[src/rtl/collision_scheduler.sv]
// rtl/collision_scheduler.sv - tick-driven player/enemy overlap scan, hit/lives bookkeeping and game FSM
module collision_scheduler #(
  parameter int N_ENEMY      = 4,
  parameter int HIT_RADIUS   = 10,
  parameter int LIVES_INIT   = 3,
  parameter int FREEZE_TICKS = 32
) (
  input  logic                   clk,
  input  logic                   rst,
  input  logic                   move_tick,
  input  logic                   start,
  input  logic [9:0]             player_x,
  input  logic [9:0]             player_y,
  input  logic [10*N_ENEMY-1:0]  enemy_x,
  input  logic [10*N_ENEMY-1:0]  enemy_y,
  output logic [2:0]             state,
  output logic                   freeze,
  output logic                   collision_flag,
  output logic                   hit_pulse,
  output logic [7:0]             hit_count,
  output logic [1:0]             lives
);

  typedef enum logic [2:0] {
    S_IDLE   = 3'd0,
    S_PLAY   = 3'd1,
    S_SCAN   = 3'd2,
    S_EVAL   = 3'd3,
    S_FREEZE = 3'd4,
    S_OVER   = 3'd5
  } state_t;

  localparam int IW = (N_ENEMY > 1) ? $clog2(N_ENEMY) : 1;
  localparam logic [10:0] RADIUS = 11'(HIT_RADIUS);

  state_t                 state_q, state_d;
  logic [IW-1:0]          idx;
  logic [9:0]             snap_px, snap_py;
  logic [10*N_ENEMY-1:0]  snap_ex, snap_ey;
  logic [N_ENEMY-1:0]     cur_vec, prev_vec, new_vec;
  logic [7:0]             frz_cnt;
  logic [9:0]             sel_ex, sel_ey;
  logic signed [10:0]     dx, dy;
  logic [10:0]            adx, ady;
  logic                   hit, last_idx;

  // One shared comparator; the scan index picks which snapshotted enemy it sees.
  always_comb begin
    sel_ex   = snap_ex[32'(idx)*10 +: 10];
    sel_ey   = snap_ey[32'(idx)*10 +: 10];
    dx       = $signed({1'b0, snap_px}) - $signed({1'b0, sel_ex});
    dy       = $signed({1'b0, snap_py}) - $signed({1'b0, sel_ey});
    adx      = dx[10] ? $unsigned(-dx) : $unsigned(dx);
    ady      = dy[10] ? $unsigned(-dy) : $unsigned(dy);
    hit      = (adx <= RADIUS) && (ady <= RADIUS);
    last_idx = (idx == IW'(N_ENEMY - 1));
    new_vec  = cur_vec & ~prev_vec;
  end

  always_comb begin
    state_d = state_q;
    case (state_q)
      S_IDLE:   if (start) state_d = S_PLAY;
      S_PLAY:   if (move_tick) state_d = S_SCAN;
      S_SCAN:   if (last_idx) state_d = S_EVAL;
      S_EVAL: begin
        if (|new_vec) state_d = (lives == 2'd1) ? S_OVER : S_FREEZE;
        else          state_d = S_PLAY;
      end
      S_FREEZE: if (move_tick && frz_cnt <= 8'd1) state_d = S_PLAY;
      S_OVER:   if (start) state_d = S_PLAY;
      default:  state_d = S_IDLE;
    endcase
  end

  always_ff @(posedge clk or posedge rst) begin
    if (rst) begin
      state_q <= S_IDLE;
      freeze  <= 1'b1;
    end else begin
      state_q <= state_d;
      freeze  <= (state_d == S_IDLE) || (state_d == S_FREEZE) || (state_d == S_OVER);
    end
  end

  assign state = state_q;

  always_ff @(posedge clk or posedge rst) begin
    if (rst) begin
      idx            <= '0;
      snap_px        <= '0;
      snap_py        <= '0;
      snap_ex        <= '0;
      snap_ey        <= '0;
      cur_vec        <= '0;
      prev_vec       <= '0;
      frz_cnt        <= '0;
      collision_flag <= 1'b0;
      hit_pulse      <= 1'b0;
      hit_count      <= '0;
      lives          <= 2'(LIVES_INIT);
    end else begin
      hit_pulse <= 1'b0;
      case (state_q)
        S_IDLE, S_OVER: begin
          if (start) begin
            lives     <= 2'(LIVES_INIT);
            hit_count <= '0;
            prev_vec  <= '0;
          end
        end
        S_PLAY: begin
          if (move_tick) begin
            snap_px <= player_x;
            snap_py <= player_y;
            snap_ex <= enemy_x;
            snap_ey <= enemy_y;
            cur_vec <= '0;
            idx     <= '0;
          end
        end
        S_SCAN: begin
          cur_vec[idx] <= hit;
          idx          <= idx + 1'b1;
        end
        S_EVAL: begin
          prev_vec       <= cur_vec;
          collision_flag <= |cur_vec;
          // A scan scores at most one hit however many enemies are newly touching.
          if (|new_vec) begin
            hit_pulse <= 1'b1;
            hit_count <= hit_count + 8'd1;
            if (lives == 2'd1) begin
              lives <= 2'd0;
            end else begin
              lives   <= lives - 2'd1;
              frz_cnt <= 8'(FREEZE_TICKS);
            end
          end
        end
        S_FREEZE: if (move_tick) frz_cnt <= frz_cnt - 8'd1;
        default: ;
      endcase
    end
  end

endmodule

[config.mk]
export PLATFORM = sky130hd
export DESIGN_NAME = collision_scheduler
export DESIGN_NICKNAME = d
export VERILOG_FILES = /design/src/rtl/collision_scheduler.sv
export SDC_FILE = /design/constraint.sdc
export NUM_CORES = 1
export LEC_CHECK = 0
export ABC_AREA = 1
export BUFFER_PORTS_ARGS = -buffer_cell sky130_fd_sc_hd__buf_2
export CAP_MARGIN = 30
export CORE_MARGIN = 2
export CORE_UTILIZATION = 61
export CTS_CLUSTER_SIZE = 24
export DETAILED_ROUTE_END_ITERATION = 10
export MAX_ROUTING_LAYER = met4
export PLACE_DENSITY = 0.88
export SKIP_LAST_GASP = 1
export SLEW_MARGIN = 15
export SYNTH_ARGS = -nofsm -noshare
export SYNTH_HDL_FRONTEND = slang
export SYNTH_SLANG_ARGS = --single-unit
[constraint.sdc]
create_clock -name clk -period 7 [get_ports clk]
set_input_delay 0.7 -clock clk [delete_from_list [all_inputs] [get_ports clk]]
set_output_delay 0.7 -clock clk [all_outputs]
set_load 0.005 [all_outputs]
==> impl_metrics.env, run 1 <==
export IMPL_ant_nets=0
export IMPL_firstDrtPassIters=7
export IMPL_cts_buffers=17
export IMPL_drv_cap=0
export IMPL_syn_area_sq_um=7970
export IMPL_finalMaxSlewViolations=0
export IMPL_rows=41
export IMPL_yosysSeqAreaShare_pct=42.1
export IMPL_die_w_um=118
export IMPL_die_area_sq_um=14000
export IMPL_cts_setup_buffers=0
export IMPL_grt_pass1_wl_um=32100
export IMPL_cp_arrival_ns=4.29
export IMPL_core_sq_um=12700
export IMPL_clkLatencyLatePin_ns=0.42
export IMPL_drt_met1_wl_um=8470
export IMPL_drc=0
export IMPL_fin_nets=1387
export IMPL_clock_skew_final_ns=0.00520
export IMPL_vias_per_cell=5.27
export IMPL_wl_met3_um=1390
export IMPL_grt_max_degree=123
export IMPL_cts_tree="yes"
export IMPL_synth_flop_cell="dfrtp_1"
export IMPL_gp_congestion=0.958
export IMPL_grt_pass1_vias=7103
export IMPL_synth_edf_count=0
export IMPL_max_slew_worst_pin_slew_ns=0.821
export IMPL_ys_seq_elements=134
export IMPL_hold_class="in2async"
export IMPL_hold_buffers=0
export IMPL_hold_viol=0
export IMPL_io_buffers=119
export IMPL_cts_buffer_depth=2
export IMPL_worstPathMaxFanout=63
export IMPL_cts_sinks=134
export IMPL_fin_crit_ns=3.94
export IMPL_async_flop_share_pct=100
export IMPL_setup_worst_path_end_class="flip-flop"
export IMPL_grt_ovfl_total=0
export IMPL_io_pins=120
export IMPL_setup_viol=0
export IMPL_dpl_cell_count=1401
export IMPL_fin_setup_tns_ns=0
export IMPL_status="finished, final reports clean"
export IMPL_post_drt_wl_per_cell_um=13.0
export IMPL_top_layer="met4"
export IMPL_stdcell_count=1434
export IMPL_clk_pin_slew_ns=0.06
export IMPL_h_tree_depth=4
export IMPL_synth_cell_types=39
export IMPL_fillers=955
export IMPL_rsz0062_at_grt="no"
export IMPL_synth_nets=1285
export IMPL_detail_route_iter0_violations=592
export IMPL_multi_input_area_sq_um=3980
export IMPL_grt_usage_pct=28.6
export IMPL_syn_inst=1147
export IMPL_ys_warn_count=0
export IMPL_worstSetupPathType="reg2reg"
export IMPL_required_ns=7.36
export IMPL_slew_headroom_pct=45.3
export IMPL_area_growth_pct=16.5
export IMPL_drive_above_1_share_pct=15.8
export IMPL_fmax_mhz=254
export IMPL_wl_met2_um=8460
export IMPL_finalCritPeriodShare_pct=56.2
export IMPL_critPathLaunchType="flip-flop"
export IMPL_die_h_um=118
export IMPL_syn_area_per_cell_sq_um=6.95
export IMPL_antenna_cells=0
export IMPL_final_seq_area_sq_um=3360
export IMPL_drt_wl_total_um=18700
export IMPL_grt_antenna_before_repair=0
export IMPL_hpwl_um=13200
export IMPL_root_buffer="clkbuf_16"
export IMPL_ctsResizeCount=0
export IMPL_initial_core_util_pct=62.9
export IMPL_vias=7556
[routing by layer]
metal  global-route usage (%)  up-vias
li1                         -     3807
met2                     44.5      297
met5                        -        -
met4                     7.53        0
met3                     5.98       34
met1                     38.5     3418
[state kept, by name, indices dropped and copies added (netlist names), 2 cells and up]
name,cells
lives,2
prev_vec,4
state,3
snap_px,10
snap_py,10
idx,2
snap_ey,40
frz_cnt,8
snap_ex,40
cur_vec,4
hit_count,8
[cells in the final DEF, fill, tap and decap left out, types with 4 or more instances in the layout]
cell / instances
o21ai_0: 73
xor2_1: 5
a21oi_1: 33
nor2_1: 93
o22ai_1: 5
nand2_1: 475
nor2_2: 6
nand3_2: 6
ha_1: 32
inv_6: 5
nand4_1: 11
buf_4: 4
nor3_1: 8
inv_2: 6
clkbuf_16: 17
inv_1: 114
nand3_1: 66
nand2_2: 13
dfrtp_1: 131
buf_2: 119
[critical path: stages, from the launching register on]
cell	delay (ns)
dfrtp_1	0.33
buf_4	0.44
inv_1	0.49
o21ai_0	0.36
o22ai_1	0.13
ha_1	0.19
inv_1	0.12
fa_1	0.45
inv_1	0.11
ha_1	0.15
inv_1	0.06
nor2_1	0.13
nand2_1	0.11
nor2_1	0.10
nand2_1	0.07
nand2_1	0.06
nand2_1	0.04
nand2_1	0.05
nand3_1	0.08
nor2_2	0.17
nand4_1	0.12
nand2_1	0.08
[cell type report]
type / count / area share, %
sequential: 134 / 36.1
multi-input combinational: 850 / 42.9
tap: 172 / 2.32
inverter: 122 / 4.98
timing repair buffer: 124 / 7.03
clock buffer: 20 / 4.92
clock inverter: 12 / 1.76
[synthesized netlist by cell type, types with 3 or more instances]
library cell    n  area share, %
nand3_1        66            4.1
nor3_1          8           0.50
nand2_2        13            1.0
a21oi_2         3           0.33
nor2_1         94            4.4
dfrtp_1       131             41
xor2_1          5           0.55
a21oi_1        33            2.1
clkbuf_1       36            1.7
nand3_2         6           0.75
o22ai_1         5           0.39
inv_2           5           0.24
buf_6           3           0.42
inv_1         116            5.5
o21ai_0        73            4.6
dfstp_2         3           0.99
nor2_2          6           0.47
nand2_1       475             22
ha_1           32            5.0
nand4_1        11           0.86
[per-stage QoR]
| step | utilization, % | area (sq um) | hold WS, ns | worst slack [ns] |
|---|---|---|---|---|
| after floorplan | - | 7970 | 0.434 | 2.72 |
| after global placement | 68.2 | 8640 | 0.447 | 3.35 |
| after detailed placement | 68.2 | 8640 | 0.453 | 3.15 |
| after CTS | 73.1 | 9260 | 0.465 | 3.13 |
| after global routing | 73.3 | 9290 | 0.478 | 2.64 |
| final | 73.3 | 9290 | 0.441 | 3.06 |
[cells by family (layout without fill, tap and decap cells)]
group,after synthesis,after routing,share of synthesized area (%)
simple gates,688,688,35.5
fa+ha+maj,34,34,5.52
xor+xnor,5,5,0.549
flops,134,134,42.1
compound gates,123,123,8.29
buf+inv,163,278,8.05
[worst paths after layout]
check                           start         end  slack [ns]  cells past startpoint
min in group clk           frz_cnt[7]  frz_cnt[7]        0.46                      1
setup reg to reg               idx[0]  cur_vec[0]        3.06                     21
max in group asynchronous         rst  snap_ey[0]        5.23                      3
setup / recovery               idx[0]  cur_vec[0]        3.06                     21
hold reg to reg            frz_cnt[7]  frz_cnt[7]        0.46                      1
hold / removal                    rst  frz_cnt[5]        0.44                      2
Power of run 1 is not shown: default switching activity piles up to over one toggle a cycle in this logic, so the estimate is an artifact.
==> run 2, diff against run 1 <==
CORE_UTILIZATION = 52   (was 61)
PLACE_DENSITY = 0.8   (was 0.88)
clock period = 3.28 ns   (was 7 ns; I/O delays follow)
==> run 2 against run 1 <==
First-iteration DRC count fell by 18%. Largest cell class unchanged. Count of clock-buffer cells in the layout did not move. Fmax rose by 29%.
==> impl_metrics.env, run 2 (synthesis results as in run 1) <==
export IMPL_setup_worst_path_end_class="flip-flop"
export IMPL_status="finished, final reports clean"
export IMPL_grt_max_degree=122
export IMPL_layout_commonest_cell="nand2_1"
export IMPL_fillers=1324
export IMPL_rows=45
export IMPL_vias_per_cell=5.13
export IMPL_reg2reg_depth=22
export IMPL_grt_usage_pct=24.5
export IMPL_layout_common_cells="475 x nand2_1, 130 x dfrtp_1, 119 x buf_2"
export IMPL_r2r_setup_slack_ns=0.23
export IMPL_slew_headroom_pct=53.5
export IMPL_timing_rr_start="idx[0]"
export IMPL_h_tree_depth=4
export IMPL_drt_wl_total_um=19000
export IMPL_fin_nets=1398
export IMPL_clock_skew_final_ns=0.00589
export IMPL_die_h_um=128
export IMPL_cts_tree="yes"
export IMPL_stdcell_count=1461
export IMPL_final_seq_area_sq_um=3360
export IMPL_root_buffer="clkbuf_16"
export IMPL_multi_input_area_sq_um=4020
export IMPL_area_growth_pct=19.7
export IMPL_hold_start="enemy_x[33]"
export IMPL_post_drt_wl_per_cell_um=13.0
export IMPL_grt_antenna_before_repair=0
export IMPL_initial_core_util_pct=52.8
export IMPL_io_buffers=119
export IMPL_dpl_cell_count=1423
export IMPL_finalCritPeriodShare_pct=93.1
export IMPL_antenna_cells=0
export IMPL_hold_ws_ns=0.0968
export IMPL_grt_pass1_vias=6817
export IMPL_hpwl_um=13400
export IMPL_setup_viol=0
export IMPL_cp_arrival_ns=3.42
export IMPL_drc=0
export IMPL_finalMaxSlewViolations=0
export IMPL_clk_pin_slew_ns=0.06
export IMPL_r2r_end="cur_vec[2]"
export IMPL_worstPathMaxFanout=11
export IMPL_vias=7490
export IMPL_drive_above_1_share_pct=17.4
export IMPL_hold_class="in2reg"
export IMPL_required_ns=3.65
export IMPL_hold_viol=0
export IMPL_holdPathEnd="snap_ex[33]"
export IMPL_clkLatencyLatePin_ns=0.43
export IMPL_core_sq_um=15100
export IMPL_ant_nets=0
export IMPL_grt_pass1_wl_um=31500
export IMPL_cts_buffer_depth=2
export IMPL_drv_cap=0
export IMPL_critPathLaunchType="flip-flop"
export IMPL_max_slew_worst_pin_slew_ns=0.698
export IMPL_die_area_sq_um=16300
export IMPL_gp_congestion=0.966
export IMPL_firstDrtPassIters=5
export IMPL_fin_setup_tns_ns=0
export IMPL_io_pins=120
export IMPL_cts_sinks=134
export IMPL_cts_buffers=17
export IMPL_grt_ovfl_total=0
export IMPL_worstSetupPathType="reg2reg"
export IMPL_die_w_um=128
export IMPL_fin_crit_ns=3.05
export IMPL_holdPathStages=3
export IMPL_detail_route_iter0_violations=483
export IMPL_reg_top3="snap_ex: 40 flops, snap_ey: 40 flops"
export IMPL_fmax_mhz=328
run 2: cell count changes in the layout (fill, tap and decap cells not counted), moves of 2 or more:
| cell | previous run | this run |
|---|---|---|
| o21ai_0 | 73 | 70 |
| nor2_4 | 2 | 4 |
| buf_4 | 4 | 7 |
| a21oi_2 | 3 | 6 |
| o21ai_1 | 1 | 4 |
| inv_1 | 114 | 111 |
| nor2_2 | 6 | 8 |
| nor2_1 | 93 | 89 |
| clkbuf_16 | 17 | 19 |
| buf_12 | 0 | 5 |
| a21oi_1 | 33 | 30 |
run 2: final cells by class:
type,instances,area share [%]
clock buffer,20,4.68
clock inverter,12,1.99
inverter,122,4.92
multi-input combinational,850,42.2
sequential,134,35.2
tap,188,2.46
timing repair buffer,135,8.59
run 2: through the flow:
| stage | worst slack [ns] | instance area (sq um) | utilization [%] |
|---|---|---|---|
| after floorplan | 0.173 | 7980 | - |
| after global placement | 0.290 | 8750 | 58.0 |
| after detailed placement | 0.165 | 8750 | 58.0 |
| after CTS | 0.0789 | 9380 | 62.2 |
| after global routing | -0.0138 | 9540 | 63.2 |
| final | 0.227 | 9540 | 63.2 |
run 2: what timing repair did:
action                                 4_1_cts  5_1_grt
hold buffers                                 0        1
endpoints found under the hold margin        0        1
resized for setup                            0       22
setup buffers                                0        1
setup endpoints to repair                    0        4
run 2: worst max-delay path by stage:
stage,from,end,depth (start not counted)
global placement,idx[0],cur_vec[2],21
floorplan,idx[0],cur_vec[1],22
global route,idx[0],cur_vec[0],19
finish,idx[0],cur_vec[2],22
CTS,idx[0],cur_vec[2],21
detailed placement,idx[0],cur_vec[2],21
run 2: critical path: stages, from the launching register on:
cell,delay (ns)
dfrtp_2,0.44
inv_4,0.11
buf_12,0.14
nor2_1,0.06
o22ai_2,0.19
ha_2,0.19
inv_1,0.06
fa_2,0.55
inv_2,0.05
ha_1,0.16
inv_1,0.09
nor2_2,0.05
nand3_1,0.12
nor2_1,0.05
nand2_1,0.07
nand2_1,0.06
nand2_1,0.05
nand2_1,0.05
nor2_2,0.07
nand3_1,0.08
nor2_2,0.16
nand4_1,0.11
nand2_1,0.07
run 2: metal layers:
metal | wire [um] | share of wire [%] | global-route usage (%)
met1 | 8960 | 47 | 33.8
met2 | 8690 | 46 | 38.0
met3 | 1090 | 5.7 | 3.76
met4 | 235 | 1.2 | 6.53
met5 | 0 | 0 | -
Power of run 2 is left out for the same reason.
==> run 3, diff against run 2 <==
CORE_UTILIZATION = 54   (was 52)
CTS_BUF_LIST = sky130_fd_sc_hd__clkbuf_8   (was not set)
PLACE_DENSITY = 0.82   (was 0.8)
==> run 3 against run 2 <==
Utilization increased by 2.3 points. First-iteration DRC count is 2.1% higher. Design area decreased by 0.49%. Sequential share of layout area up 0.18 points. Non-clock buffer count is 9 higher. Critical endpoint unchanged. Via count is 1.2% higher. Critical path depth down 1. Clock skew is 0.0060 ns higher.
==> impl_metrics.env, run 3 (synthesis results as in run 1) <==
export IMPL_status="finished, final reports clean"
export IMPL_finalMaxSlewViolations=0
export IMPL_grt_ovfl_total=0
export IMPL_grt_usage_pct=25.1
export IMPL_io_pins=120
export IMPL_grt_pass1_wl_um=31600
export IMPL_cts_tree="yes"
export IMPL_ant_nets=0
export IMPL_max_slew_worst_pin_slew_ns=0.802
export IMPL_layout_cell_area_non_filler_sq_um=9500
export IMPL_required_ns=3.68
export IMPL_fin_setup_tns_ns=0
export IMPL_vias=7580
export IMPL_slew_headroom_pct=46.4
export IMPL_fillers=1268
export IMPL_die_w_um=126
export IMPL_drc=0
export IMPL_initial_core_util_pct=55.1
export IMPL_worstSetupPathType="reg2reg"
export IMPL_drive_above_1_share_pct=19.4
export IMPL_reg_top3="snap_ex: 40 flops, snap_ey: 40 flops"
export IMPL_antenna_cells=0
export IMPL_die_area_sq_um=15800
export IMPL_post_drt_wl_per_cell_um=13.3
export IMPL_drt_wl_total_um=19600
export IMPL_clkLatencyLatePin_ns=0.45
export IMPL_cts_buffer_depth=2
export IMPL_grt_max_degree=122
export IMPL_cp_arrival_ns=3.48
export IMPL_area_growth_pct=19.1
export IMPL_cts_buffers=17
export IMPL_core_sq_um=14500
export IMPL_critPathLaunchType="flip-flop"
export IMPL_fin_crit_ns=3.08
export IMPL_reg2reg_depth=21
export IMPL_timing_rr_start="idx[0]"
export IMPL_finalCritPeriodShare_pct=94.0
export IMPL_placed_cell_area_sq_um=8760
export IMPL_grt_antenna_before_repair=0
export IMPL_detail_route_iter0_violations=493
export IMPL_clk_pin_slew_ns=0.08
export IMPL_cts_sinks=134
export IMPL_r2r_end="cur_vec[2]"
export IMPL_r2r_setup_slack_ns=0.20
export IMPL_h_tree_depth=4
export IMPL_rows=44
export IMPL_worstPathMaxFanout=8
export IMPL_setup_worst_path_end_class="flip-flop"
export IMPL_grt_pass1_vias=6974
export IMPL_fin_nets=1407
export IMPL_layout_common_cells="475 x nand2_1, 129 x dfrtp_1, 119 x buf_2"
export IMPL_hold_class="in2async"
export IMPL_hold_viol=0
export IMPL_vias_per_cell=5.17
export IMPL_firstDrtPassIters=6
export IMPL_hold_buffers=0
export IMPL_gp_congestion=0.935
export IMPL_hpwl_um=13700
export IMPL_io_buffers=119
export IMPL_drv_cap=0
export IMPL_layout_commonest_cell="nand2_1"
export IMPL_fmax_mhz=324
export IMPL_root_buffer="clkbuf_8"
export IMPL_setup_viol=0
export IMPL_die_h_um=126
export IMPL_clock_skew_final_ns=0.0119
-- run 3: what timing repair did --
item / 4_1_cts / 5_1_grt
setup buffers: 0 / 8
setup endpoints to repair: 0 / 4
gates resized for setup: 0 / 49
-- run 3: worst max-delay path by stage --
stage                       endpoint   start  slack (ns)
after global routing      cur_vec[2]  idx[0]       -0.07
after global placement    cur_vec[2]  idx[0]        0.31
final                     cur_vec[2]  idx[0]        0.20
after CTS                 cur_vec[3]  idx[0]        0.16
after detailed placement  cur_vec[3]  idx[0]        0.16
after floorplan           cur_vec[1]  idx[0]        0.17
-- run 3: area by class of cell --
type	count	area, sq um	area share, %
tap	184	230	2.42
clock inverter	14	176	1.86
clock buffer	18	248	2.61
inverter	122	472	4.97
multi-input combinational	850	4090	43.1
timing repair buffer	144	922	9.71
sequential	134	3360	35.4
-- run 3: metal layers --
metal	global-route usage (%)	vias up	wire, um
met4	7.91	0	442
met3	4.11	40	1210
met5	-	-	0
li1	-	3838	-
met1	34.7	3440	8900
met2	38.2	262	9000
-- run 3: worst max-delay path, stage by stage (launching register included) --
cell and delay (ns):
dfrtp_2 0.55, buf_12 0.17, o21ai_1 0.07, o22ai_1 0.21
ha_2 0.21, inv_2 0.06, fa_2 0.43, nand2_1 0.10
nand2_1 0.11, nand3_2 0.11, nand3_1 0.08, nand2_1 0.13
nand2_1 0.08, nor2_1 0.12, nand2_1 0.08, nand2_1 0.06
nand2_1 0.04, nand2_1 0.05, inv_1 0.07, nor2_4 0.15
nand4_1 0.10, nand2_1 0.07
-- run 3: metrics by stage --
| stage | util [%] | std cells | setup WS, ns | hold WS, ns |
|---|---|---|---|---|
| after floorplan | - | 1147 | 0.173 | 0.434 |
| after global placement | 60.5 | 1422 | 0.305 | 0.450 |
| after detailed placement | 60.5 | 1422 | 0.159 | 0.455 |
| after CTS | 63.5 | 1454 | 0.157 | 0.0292 |
| after global routing | 65.6 | 1466 | -0.0680 | 0.0661 |
| final | 65.6 | 1466 | 0.198 | 0.0155 |
Power of run 3 is left out for the same reason.
